**src/rtl/mtm_alu_serializer_if.sv**
```systemverilog
// Handshake bundle between the ALU core (master) and the sout serializer (slave).
interface mtm_alu_serializer_if;
  logic        in_valid;
  logic        in_ready;
  logic        in_is_err;
  logic [31:0] in_c;
  logic [3:0]  in_flags;
  logic [2:0]  in_err;

  modport master (
    output in_valid, in_is_err, in_c, in_flags, in_err,
    input  in_ready
  );

  modport slave (
    input  in_valid, in_is_err, in_c, in_flags, in_err,
    output in_ready
  );
endinterface

```
**src/rtl/mtm_alu_serializer.sv**
```systemverilog
// mtm_Alu output serializer: frames a result (5 packets) or an error (1 packet) into 11-bit packets on sout.
// Build option MTM_SOUT_IDLE_GAP_EN inserts GAP_BITS idle-high bit-periods between result packets.
module mtm_alu_serializer #(
  parameter int CLKS_PER_BIT = 1,
  parameter int GAP_BITS     = 2
) (
  input  logic                clk,
  input  logic                rst,
  mtm_alu_serializer_if.slave in_if,
  output logic                sout,
  output logic                busy
);
  localparam int            CW        = (CLKS_PER_BIT > 1) ? $clog2(CLKS_PER_BIT) : 1;
  localparam logic [CW-1:0] BIT_LAST  = CW'(CLKS_PER_BIT - 1);
  localparam bit            PARAMS_OK = (CLKS_PER_BIT >= 1) && (GAP_BITS >= 0);
`ifdef MTM_SOUT_IDLE_GAP_EN
  localparam int            GW        = (GAP_BITS > 1) ? $clog2(GAP_BITS) : 1;
  localparam logic [GW-1:0] GAP_LAST  = GW'(GAP_BITS - 1);
`endif

  typedef enum logic [1:0] {
    S_IDLE = 2'd0,
    S_SEND = 2'd1,
    S_GAP  = 2'd2
  } state_e;

  // CRC3, x^3+x+1, init 000, over {C, 1'b0, flags} MSB first
  function automatic logic [2:0] crc3_f(input logic [31:0] c, input logic [3:0] flags);
    logic [36:0] msg;
    logic [2:0]  crc;
    logic        fb;
    msg = {c, 1'b0, flags};
    crc = 3'b000;
    for (int i = 36; i >= 0; i--) begin
      fb  = crc[2] ^ msg[i];
      crc = {crc[1], crc[0] ^ fb, fb};
    end
    return crc;
  endfunction

  function automatic logic [7:0] payload_f(input logic is_err, input logic [2:0] pkt,
                                           input logic [31:0] c, input logic [3:0] flags,
                                           input logic [2:0] crc, input logic [2:0] err);
    logic [7:0] p;
    if (is_err) begin
      p = {1'b1, err, err, ^{1'b1, err, err}};
    end else begin
      case (pkt)
        3'd0:    p = c[31:24];
        3'd1:    p = c[23:16];
        3'd2:    p = c[15:8];
        3'd3:    p = c[7:0];
        3'd4:    p = {1'b0, flags, crc};
        default: p = 8'hFF;
      endcase
    end
    return p;
  endfunction

  function automatic logic pkt_bit_f(input logic [3:0] bit_idx, input logic typ, input logic [7:0] payload);
    logic       b;
    logic [2:0] idx;
    idx = 3'(4'd9 - bit_idx);
    case (bit_idx)
      4'd0:    b = 1'b0;
      4'd1:    b = typ;
      4'd10:   b = 1'b1;
      4'd11,
      4'd12,
      4'd13,
      4'd14,
      4'd15:   b = 1'b1;
      default: b = payload[idx];
    endcase
    return b;
  endfunction

  state_e        state_q, state_d;
  logic [3:0]    bit_cnt_q, bit_cnt_d;
  logic [2:0]    pkt_cnt_q, pkt_cnt_d;
  logic [CW-1:0] clk_cnt_q, clk_cnt_d;
`ifdef MTM_SOUT_IDLE_GAP_EN
  logic [GW-1:0] gap_cnt_q, gap_cnt_d;
`endif
  logic [31:0]   c_q, c_d;
  logic [3:0]    flags_q, flags_d;
  logic [2:0]    crc_q, crc_d;
  logic [2:0]    err_q, err_d;
  logic          is_err_q, is_err_d;
  logic          sout_q, sout_d;
  logic          busy_q, busy_d;
  logic          ready_q, ready_d;

  logic          accept_s;
  logic          bit_end_s;
  logic [2:0]    pkt_last_s;
  logic [7:0]    payload_s;

  // Next-state, counters and registered line/handshake outputs
  always_comb begin
    state_d    = state_q;
    bit_cnt_d  = bit_cnt_q;
    pkt_cnt_d  = pkt_cnt_q;
    clk_cnt_d  = clk_cnt_q;
`ifdef MTM_SOUT_IDLE_GAP_EN
    gap_cnt_d  = gap_cnt_q;
`endif
    c_d        = c_q;
    flags_d    = flags_q;
    crc_d      = crc_q;
    err_d      = err_q;
    is_err_d   = is_err_q;
    accept_s   = in_if.in_valid && ready_q && PARAMS_OK;
    bit_end_s  = (clk_cnt_q == BIT_LAST);
    pkt_last_s = is_err_q ? 3'd0 : 3'd4;

    case (state_q)
      S_IDLE: begin
        if (accept_s) begin
          state_d   = S_SEND;
          bit_cnt_d = 4'd0;
          pkt_cnt_d = 3'd0;
          clk_cnt_d = '0;
          c_d       = in_if.in_c;
          flags_d   = in_if.in_flags;
          crc_d     = crc3_f(in_if.in_c, in_if.in_flags);
          err_d     = in_if.in_err;
          is_err_d  = in_if.in_is_err;
        end else begin
          state_d = S_IDLE;
        end
      end
      S_SEND: begin
        if (!bit_end_s) begin
          clk_cnt_d = clk_cnt_q + CW'(1);
        end else if (bit_cnt_q != 4'd10) begin
          clk_cnt_d = '0;
          bit_cnt_d = bit_cnt_q + 4'd1;
        end else if (pkt_cnt_q == pkt_last_s) begin
          clk_cnt_d = '0;
          bit_cnt_d = 4'd0;
          pkt_cnt_d = 3'd0;
          state_d   = S_IDLE;
        end else begin
          clk_cnt_d = '0;
          bit_cnt_d = 4'd0;
          pkt_cnt_d = pkt_cnt_q + 3'd1;
`ifdef MTM_SOUT_IDLE_GAP_EN
          state_d   = (GAP_BITS > 0) ? S_GAP : S_SEND;
`else
          state_d   = S_SEND;
`endif
        end
      end
`ifdef MTM_SOUT_IDLE_GAP_EN
      S_GAP: begin
        if (!bit_end_s) begin
          clk_cnt_d = clk_cnt_q + CW'(1);
        end else if (gap_cnt_q == GAP_LAST) begin
          clk_cnt_d = '0;
          gap_cnt_d = '0;
          state_d   = S_SEND;
        end else begin
          clk_cnt_d = '0;
          gap_cnt_d = gap_cnt_q + GW'(1);
        end
      end
`endif
      default: begin
        state_d = S_IDLE;
      end
    endcase

    // Line level is derived from the next state so the start bit appears the cycle after accept
    payload_s = payload_f(is_err_d, pkt_cnt_d, c_d, flags_d, crc_d, err_d);
    if (state_d == S_SEND) begin
      sout_d = pkt_bit_f(bit_cnt_d, is_err_d || (pkt_cnt_d == 3'd4), payload_s);
    end else begin
      sout_d = 1'b1;
    end
    busy_d  = (state_d != S_IDLE);
    ready_d = (state_d == S_IDLE);
  end

  // State and datapath registers with synchronous reset
  always_ff @(posedge clk) begin
    if (rst) begin
      state_q   <= S_IDLE;
      bit_cnt_q <= 4'd0;
      pkt_cnt_q <= 3'd0;
      clk_cnt_q <= '0;
`ifdef MTM_SOUT_IDLE_GAP_EN
      gap_cnt_q <= '0;
`endif
      c_q       <= 32'd0;
      flags_q   <= 4'd0;
      crc_q     <= 3'd0;
      err_q     <= 3'd0;
      is_err_q  <= 1'b0;
      sout_q    <= 1'b1;
      busy_q    <= 1'b0;
      ready_q   <= 1'b0;
    end else begin
      state_q   <= state_d;
      bit_cnt_q <= bit_cnt_d;
      pkt_cnt_q <= pkt_cnt_d;
      clk_cnt_q <= clk_cnt_d;
`ifdef MTM_SOUT_IDLE_GAP_EN
      gap_cnt_q <= gap_cnt_d;
`endif
      c_q       <= c_d;
      flags_q   <= flags_d;
      crc_q     <= crc_d;
      err_q     <= err_d;
      is_err_q  <= is_err_d;
      sout_q    <= sout_d;
      busy_q    <= busy_d;
      ready_q   <= ready_d;
    end
  end

  assign sout           = sout_q;
  assign busy           = busy_q;
  assign in_if.in_ready = ready_q;
endmodule

```
**src/flat_wrapper.sv**
```systemverilog
// flat-port wrapper written by rule: the top's interface ports become plain ports
module mtm_alu_serializer_flat 
#(
  parameter int CLKS_PER_BIT = 1,
  parameter int GAP_BITS     = 2
)
  (clk, rst, sout, busy, in_if_in_valid, in_if_in_is_err, in_if_in_c, in_if_in_flags, in_if_in_err, in_if_in_ready);
  mtm_alu_serializer_if in_if_i ();
  input  logic clk;
  input  logic rst;
  output logic sout;
  output logic busy;
  input wire logic [$bits(in_if_i.in_valid)-1:0] in_if_in_valid;
  input wire logic [$bits(in_if_i.in_is_err)-1:0] in_if_in_is_err;
  input wire logic [$bits(in_if_i.in_c)-1:0] in_if_in_c;
  input wire logic [$bits(in_if_i.in_flags)-1:0] in_if_in_flags;
  input wire logic [$bits(in_if_i.in_err)-1:0] in_if_in_err;
  output wire logic [$bits(in_if_i.in_ready)-1:0] in_if_in_ready;
  assign in_if_i.in_valid = in_if_in_valid;
  assign in_if_i.in_is_err = in_if_in_is_err;
  assign in_if_i.in_c = in_if_in_c;
  assign in_if_i.in_flags = in_if_in_flags;
  assign in_if_i.in_err = in_if_in_err;
  assign in_if_in_ready = in_if_i.in_ready;
  mtm_alu_serializer #(.CLKS_PER_BIT(CLKS_PER_BIT), .GAP_BITS(GAP_BITS)) u_core (.clk(clk), .rst(rst), .in_if(in_if_i), .sout(sout), .busy(busy));
endmodule
```
**config.mk**
```make
export PLATFORM = sky130hd
export DESIGN_NAME = mtm_alu_serializer_flat
export DESIGN_NICKNAME = d
export VERILOG_FILES = /design/src/rtl/mtm_alu_serializer_if.sv /design/src/rtl/mtm_alu_serializer.sv /design/src/flat_wrapper.sv
export SDC_FILE = /design/constraint.sdc
export NUM_CORES = 1
export LEC_CHECK = 0
export CORE_MARGIN = 2
export CORE_UTILIZATION = 41
export DETAILED_ROUTE_END_ITERATION = 12
export DONT_BUFFER_PORTS = 1
export PLACE_DENSITY = 0.6
export SLEW_MARGIN = 20
export SYNTH_ARGS = -nofsm -noshare
export SYNTH_HDL_FRONTEND = slang
export SYNTH_SLANG_ARGS = --single-unit
```
**constraint.sdc**
```tcl
create_clock -name clk -period 7.2 [get_ports clk]
set_input_delay 1.8 -clock clk [delete_from_list [all_inputs] [get_ports clk]]
set_output_delay 1.8 -clock clk [all_outputs]
set_load 0.02 [all_outputs]
```
==> results.sh, run 1 <==
export IMPL_grt_pass1_vias=2555
export IMPL_postSynth_asyncResetShare_pct=0
export IMPL_clk_pin_slew_ns=0.10
export IMPL_slew_violations=0
export IMPL_max_cap_violations=0
export IMPL_wire_per_inst_um=16.70
export IMPL_start_util_pct=42.62
export IMPL_grt_antenna_before_repair=0
export IMPL_hold_viol_final=0
export IMPL_worstSetupEndpointType="register"
export IMPL_grt_max_degree=54
export IMPL_final_nets=423
export IMPL_cts_setup_buffers=0
export IMPL_utilization_pct=44.48
export IMPL_timing_fmax_mhz=231.0
export IMPL_leakage_nw=1.118
export IMPL_ant_nets=0
export IMPL_skew_ns=0.009078
export IMPL_path_delay_family="simple AND/OR/NAND/NOR gates"
export IMPL_routed_wl_mm=7.950
export IMPL_rsz0062_at_grt="no"
export IMPL_cts_tree="yes"
export IMPL_grt_pass1_wl_mm=12.99
export IMPL_netlist_instances=390
export IMPL_io_buffers=0
export IMPL_ir_drop_v=0.0001305
export IMPL_tightest_slew_ns=1.067
export IMPL_numCtsBuffers=5
export IMPL_hold_end="u_core.c_q[25]$_SDFF_PP0_"
export IMPL_yosysSeqAreaShare_pct=35.24
export IMPL_vias=2607
export IMPL_r2r_end="u_core.sout$_SDFF_PP1_"
export IMPL_hold_path_depth=2
export IMPL_synth_top_cell_area_share_pct=35.24
export IMPL_placed_cell_area_um2=3166
export IMPL_gp_congestion=0.8827
export IMPL_area_delta_synth_final_pct=4.365
export IMPL_synth_top_flop_cell="dfxtp_1"
export IMPL_synth_distinct_cells=56
export IMPL_path_common_cell="nor4_1"
export IMPL_min_path_type="register to register"
export IMPL_vias_per_cell=5.477
export IMPL_synth_most_common_cell="nand2_1"
export IMPL_clockRootBuffer="clkbuf_8"
export IMPL_dp_final_hpwl_mm=5.768
export IMPL_first_pass_iters=4
export IMPL_h_tree_depth=2
export IMPL_die_y_um=91.30
export IMPL_finalSetupViolCount=0
export IMPL_crit_arrival_ns=4.52
export IMPL_yosysTopAreaCell="dfxtp_1"
export IMPL_cts_max_path_buffers=2
export IMPL_syn_num_nets=437
export IMPL_overflow=0
export IMPL_die_w_um=91.30
export IMPL_yosys_warnings=0
export IMPL_cts_hold_buf=0
export IMPL_netlist_top_cells_count="74 x nand2_1, 55 x dfxtp_1, 36 x nor2_1, 34 x a21oi_1, 34 x xnor2_1"
export IMPL_cp_cell_sequence="and4bb_2, buf_4, mux2i_1, o311ai_1, nor4_1, nor3_1, nor4_1, nand4_1"
export IMPL_dieArea_um2=8335
export IMPL_worst_path_buf_inv=1
export IMPL_r2r_setup_slack_ns=3.79
export IMPL_cp_num_cells=8
export IMPL_final_min_clock_period_ns=4.329
export IMPL_design_core_area_um2=7331
export IMPL_clk_latency_ns=0.31
export IMPL_syn_cell_area_um2=3124
export IMPL_ios=46
export IMPL_drt_iter0_markers=159
export IMPL_slew_limit_headroom_pct=26.85
export IMPL_syn_avg_cell_area_um2=8.011
export IMPL_outcome="complete, no violations"
export IMPL_drive_gt1_share_pct=4.509
export IMPL_synth_edf_count=0
export IMPL_cp_slowest_cell="mux2i_1"
export IMPL_globalRouteTotalUtil_pct=19.51
export IMPL_fp_row_count=31
export IMPL_start_kind="input port"
export IMPL_cpPeakStageDelay_ns=0.94
export IMPL_worst_path_max_fanout=45
export IMPL_rr_worst_depth=8
export IMPL_cts_resized=0
export IMPL_cp_data_required_time_ns=7.39
export IMPL_drc=0
export IMPL_antenna_cells=0
export IMPL_totalNegativeSetupSlack_ns=0
export IMPL_design_area_um2=3261
export IMPL_r2r_start="u_core.in_if.in_ready$_SDFF_PP0_"
export IMPL_synth_seq_cells=55
export IMPL_finalCritPeriodShare_pct=60.12
export IMPL_p_per_area_nw_per_um2=192.9
export IMPL_hp_start="u_core.c_q[25]$_SDFF_PP0_"
export IMPL_worstSetupPathType="input port to register"
export IMPL_synth_area_leaders="dfxtp_1 35%, xnor2_1 9.5%, nand2_1 8.9%"
export IMPL_cts_sinks=55
## kinds of logic (layout without fill, tap and decap cells)
kind of cell,count (synthesis),count (layout),synth area share (%)
mux,21,21,6.888
fa+ha+maj,4,4,1.602
xor+xnor,43,43,12.05
buf+inv,27,14,3.764
other cells,1,1,0.1200
compound gates,84,84,17.86
simple gates,155,155,22.47
flops,55,55,35.24
## state kept, by name, summed over array words and instances (netlist names)
register / cells
u_core.pkt_cnt_q: 3
u_core.flags_q: 4
u_core.busy: 1
u_core.bit_cnt_q: 4
u_core.state_q: 2
u_core.err_q: 3
u_core.in_if.in_ready: 1
u_core.sout: 1
u_core.crc_q: 3
u_core.c_q: 32
u_core.is_err_q: 1
## worst min-delay path: cells and delay by family (launching register included)
family	cells	cell delay, ns
compound gates	1	0.05
simple gates	1	0.05
flops	1	0.32
## how the worst max path moves through the flow
stage                   start                      to  slack (ns)
2_1_floorplan  in_if_in_valid  u_core.sout$_SDFF_PP1_        3.59
3_3_place_gp   in_if_in_valid  u_core.sout$_SDFF_PP1_        2.67
3_5_place_dp   in_if_in_valid  u_core.sout$_SDFF_PP1_        2.64
4_1_cts        in_if_in_valid  u_core.sout$_SDFF_PP1_        2.96
5_1_grt        in_if_in_valid  u_core.sout$_SDFF_PP1_        2.79
6_report       in_if_in_valid  u_core.sout$_SDFF_PP1_        2.87
## power by group
| group | leakage (nW) | total (mW) | switching, mW | internal (mW) |
|---|---|---|---|---|
| logic | 0.622 | 0.123 | 0.0621 | 0.0608 |
| clock network | 0.0484 | 0.184 | 0.104 | 0.0792 |
| registers | 0.447 | 0.322 | 0.00749 | 0.315 |
| total | 1.12 | 0.629 | 0.174 | 0.455 |
## cell type report
class,instances,area (um2)
Clock buffer,7,86.33
Clock inverter,1,8.758
Fill cell,766,4070
Inverter,4,15.01
Multi-Input combinational cell,308,1911
Sequential cell,55,1101
Tap cell,99,123.9
Timing Repair Buffer,2,15.01
## per-layer routing
metal,vias up,part of all wire [%],global-route usage [%]
li1,1320,-,-
met1,1208,47,27.75
met2,70,46,30.12
met3,9,6.1,4.315
met4,0,1.1,4.545
met5,-,0,0
## placed cells by master (no fill, tap or decap), drive strengths merged, types with 5 or more instances in the layout
master and instances:
xor2 9, clkbuf 7, a211oi 5, dfxtp 55, nor2 36, o21ai 13, a21oi 34, nand2 75
mux2i 20, nand3 8, nor3 9, xnor2 34
## per-stage QoR
stage | std cells | setup slack (ns) | power, mW | hold slack (ns)
6_report | 476 | 2.871 | 0.6289 | 0.4551
3_3_place_gp | 468 | 2.670 | 0.4522 | 0.4361
4_1_cts | 476 | 2.959 | 0.6346 | 0.4551
2_1_floorplan | 390 | 3.595 | 0.4371 | 0.4309
5_1_grt | 476 | 2.787 | 0.6607 | 0.4714
3_5_place_dp | 468 | 2.641 | 0.4533 | 0.4411
Note: power is estimated with default switching activity, not from simulation.
==> run 2: changes to the inputs <==
PLACE_DENSITY = 0.62   (was 0.6)
clock period = 3.6 ns   (was 7.2 ns; I/O delays follow)
==> run 2 against run 1 <==
  * Register-to-register slack worse by 3.0 ns
  * Non-clock buffer count is 3 higher
  * Cell area grew 1.8%
  * Critical path depth rose by 2
  * Critical path type is now register to register
  * Largest power group unchanged
  * Highest routed layer unchanged
==> results.sh, run 2 (same netlist as run 1, synthesis figures left out) <==
export IMPL_outcome="complete, no violations"
export IMPL_cts_hold_buf=0
export IMPL_r2r_start="u_core.bit_cnt_q[0]$_SDFF_PP0_"
export IMPL_drive_gt1_share_pct=5.263
export IMPL_h_tree_depth=2
export IMPL_dieArea_um2=8335
export IMPL_wire_per_inst_um=16.92
export IMPL_layout_commonest_cell="nand2_1"
export IMPL_min_path_type="register to register"
export IMPL_clk_pin_slew_ns=0.10
export IMPL_r2r_end="u_core.sout$_SDFF_PP1_"
export IMPL_vias=2640
export IMPL_die_w_um=91.30
export IMPL_ant_nets=0
export IMPL_largest_reg_flops=32
export IMPL_first_pass_iters=4
export IMPL_hold_viol_final=0
export IMPL_worst_path_max_fanout=14
export IMPL_crit_end="u_core.sout$_SDFF_PP1_"
export IMPL_rr_worst_depth=10
export IMPL_utilization_pct=45.30
export IMPL_overflow=0
export IMPL_cts_setup_buffers=0
export IMPL_io_buffers=0
export IMPL_timing_fmax_mhz=351.6
export IMPL_cp_data_required_time_ns=3.80
export IMPL_max_cap_violations=0
export IMPL_dpl_worst_slack_ns=0.6467
export IMPL_clockRootBuffer="clkbuf_8"
export IMPL_grt_pass1_vias=2594
export IMPL_ios=46
export IMPL_slew_violations=0
export IMPL_cts_resized=0
export IMPL_routed_wl_mm=8.106
export IMPL_slew_limit_headroom_pct=59.77
export IMPL_clk_latency_ns=0.31
export IMPL_die_y_um=91.30
export IMPL_cpPeakStageDelay_ns=0.46
export IMPL_drc=0
export IMPL_start_kind="register"
export IMPL_vias_per_cell=5.511
export IMPL_antenna_cells=0
export IMPL_ir_drop_v=0.0002245
export IMPL_worstSetupPathType="register to register"
export IMPL_regMostFlops="u_core.c_q"
export IMPL_skew_ns=0.006897
export IMPL_final_min_clock_period_ns=2.844
export IMPL_cts_max_path_buffers=2
export IMPL_crit_arrival_ns=3.04
export IMPL_gp_congestion=0.8729
export IMPL_final_nets=426
export IMPL_path_common_cell="nor4_1"
export IMPL_rsz0062_at_grt="no"
export IMPL_globalRouteTotalUtil_pct=20.02
export IMPL_fin_ws_ns=0.7556
export IMPL_critPathLaunch="u_core.bit_cnt_q[0]$_SDFF_PP0_"
export IMPL_r2r_setup_slack_ns=0.76
export IMPL_dp_final_hpwl_mm=6.094
export IMPL_drt_iter0_markers=188
export IMPL_grt_pass1_wl_mm=13.30
export IMPL_cts_sinks=55
export IMPL_numCtsBuffers=5
export IMPL_cp_slowest_cell="a211o_1"
export IMPL_top_regs="u_core.c_q (32), u_core.bit_cnt_q (4), u_core.flags_q (4)"
export IMPL_finalSetupViolCount=0
export IMPL_mostFrequentLayoutCells="74 x nand2_1, 55 x dfxtp_1, 36 x nor2_1, 34 x a21oi_1, 34 x xnor2_1"
export IMPL_p_total_mw=1.387
export IMPL_fp_row_count=31
export IMPL_grt_antenna_before_repair=0
export IMPL_leakage_nw=1.148
export IMPL_fillerInstances=747
export IMPL_tightest_slew_ns=0.6020
export IMPL_grt_max_degree=54
export IMPL_cp_cell_sequence="inv_1, ha_1, nand3b_1, o211ai_1, nand2_1, a211o_1, nor4_1, nor3_1, nor4_1, nand4_1"
export IMPL_design_core_area_um2=7331
export IMPL_cts_tree="yes"
export IMPL_worstSetupEndpointType="register"
export IMPL_totalNegativeSetupSlack_ns=0
export IMPL_p_per_area_nw_per_um2=417.6
export IMPL_start_util_pct=42.62
export IMPL_area_delta_synth_final_pct=6.287
export IMPL_finalCritPeriodShare_pct=79.01
[run 2: changes by cell type in the layout (fill, tap and decap cells not counted), sizes merged]
cell    before  now
clkinv       1    0
buf          2    5
bufinv       0    2
clkbuf       7    6
[run 2: critical path: cells and delay by family (launching register included)]
kind,cells,cell delay (ns)
AO/OA/AOI/OAI,2,0.81
adder cells (fa/ha/maj),1,0.18
buffers and inverters,1,0.07
flip-flops,1,0.36
AND/OR/NAND/NOR,6,1.32
[run 2: metrics by stage]
step | std cells | cell area [um2] | hold WS (ns)
6_report | 479 | 3321 | 0.4577
5_1_grt | 479 | 3321 | 0.4690
4_1_cts | 479 | 3321 | 0.4558
3_5_place_dp | 471 | 3188 | 0.4414
3_3_place_gp | 471 | 3188 | 0.4355
2_1_floorplan | 390 | 3124 | 0.4309
[run 2: layer usage]
layer / track usage, % / part of all wire, % / up-vias
li1: - / - / 1329
met1: 27.58 / 46 / 1231
met2: 31.54 / 46 / 69
met3: 4.647 / 6.0 / 11
met4: 5.303 / 1.5 / 0
met5: 0 / 0 / -
[run 2: worst min-delay path by stage]
stage / from / end / slack (ns) / cells after the start
finish: u_core.c_q[25]$_SDFF_PP0_ / u_core.c_q[25]$_SDFF_PP0_ / 0.46 / 2
CTS: u_core.c_q[27]$_SDFF_PP0_ / u_core.c_q[27]$_SDFF_PP0_ / 0.46 / 2
detailed placement: u_core.c_q[27]$_SDFF_PP0_ / u_core.c_q[27]$_SDFF_PP0_ / 0.44 / 2
floorplan: u_core.c_q[14]$_SDFF_PP0_ / u_core.c_q[14]$_SDFF_PP0_ / 0.43 / 2
global placement: u_core.c_q[27]$_SDFF_PP0_ / u_core.c_q[27]$_SDFF_PP0_ / 0.44 / 2
global route: u_core.c_q[27]$_SDFF_PP0_ / u_core.c_q[27]$_SDFF_PP0_ / 0.47 / 2
[run 2: final cells by class]
cell class | count | area, um2 | share of cell area, %
Clock buffer | 6 | 72.57 | 2.185
Clock inverter | 2 | 60.06 | 1.809
Sequential cell | 55 | 1101 | 33.16
Inverter | 4 | 15.01 | 0.4521
Timing Repair Buffer | 5 | 37.54 | 1.130
Multi-Input combinational cell | 308 | 1911 | 57.54
Tap cell | 99 | 123.9 | 3.730
[run 2: report_power, final]
group	switching, mW	internal, mW
clock	0.207	0.278
sequential	0.0146	0.630
combinational	0.133	0.124
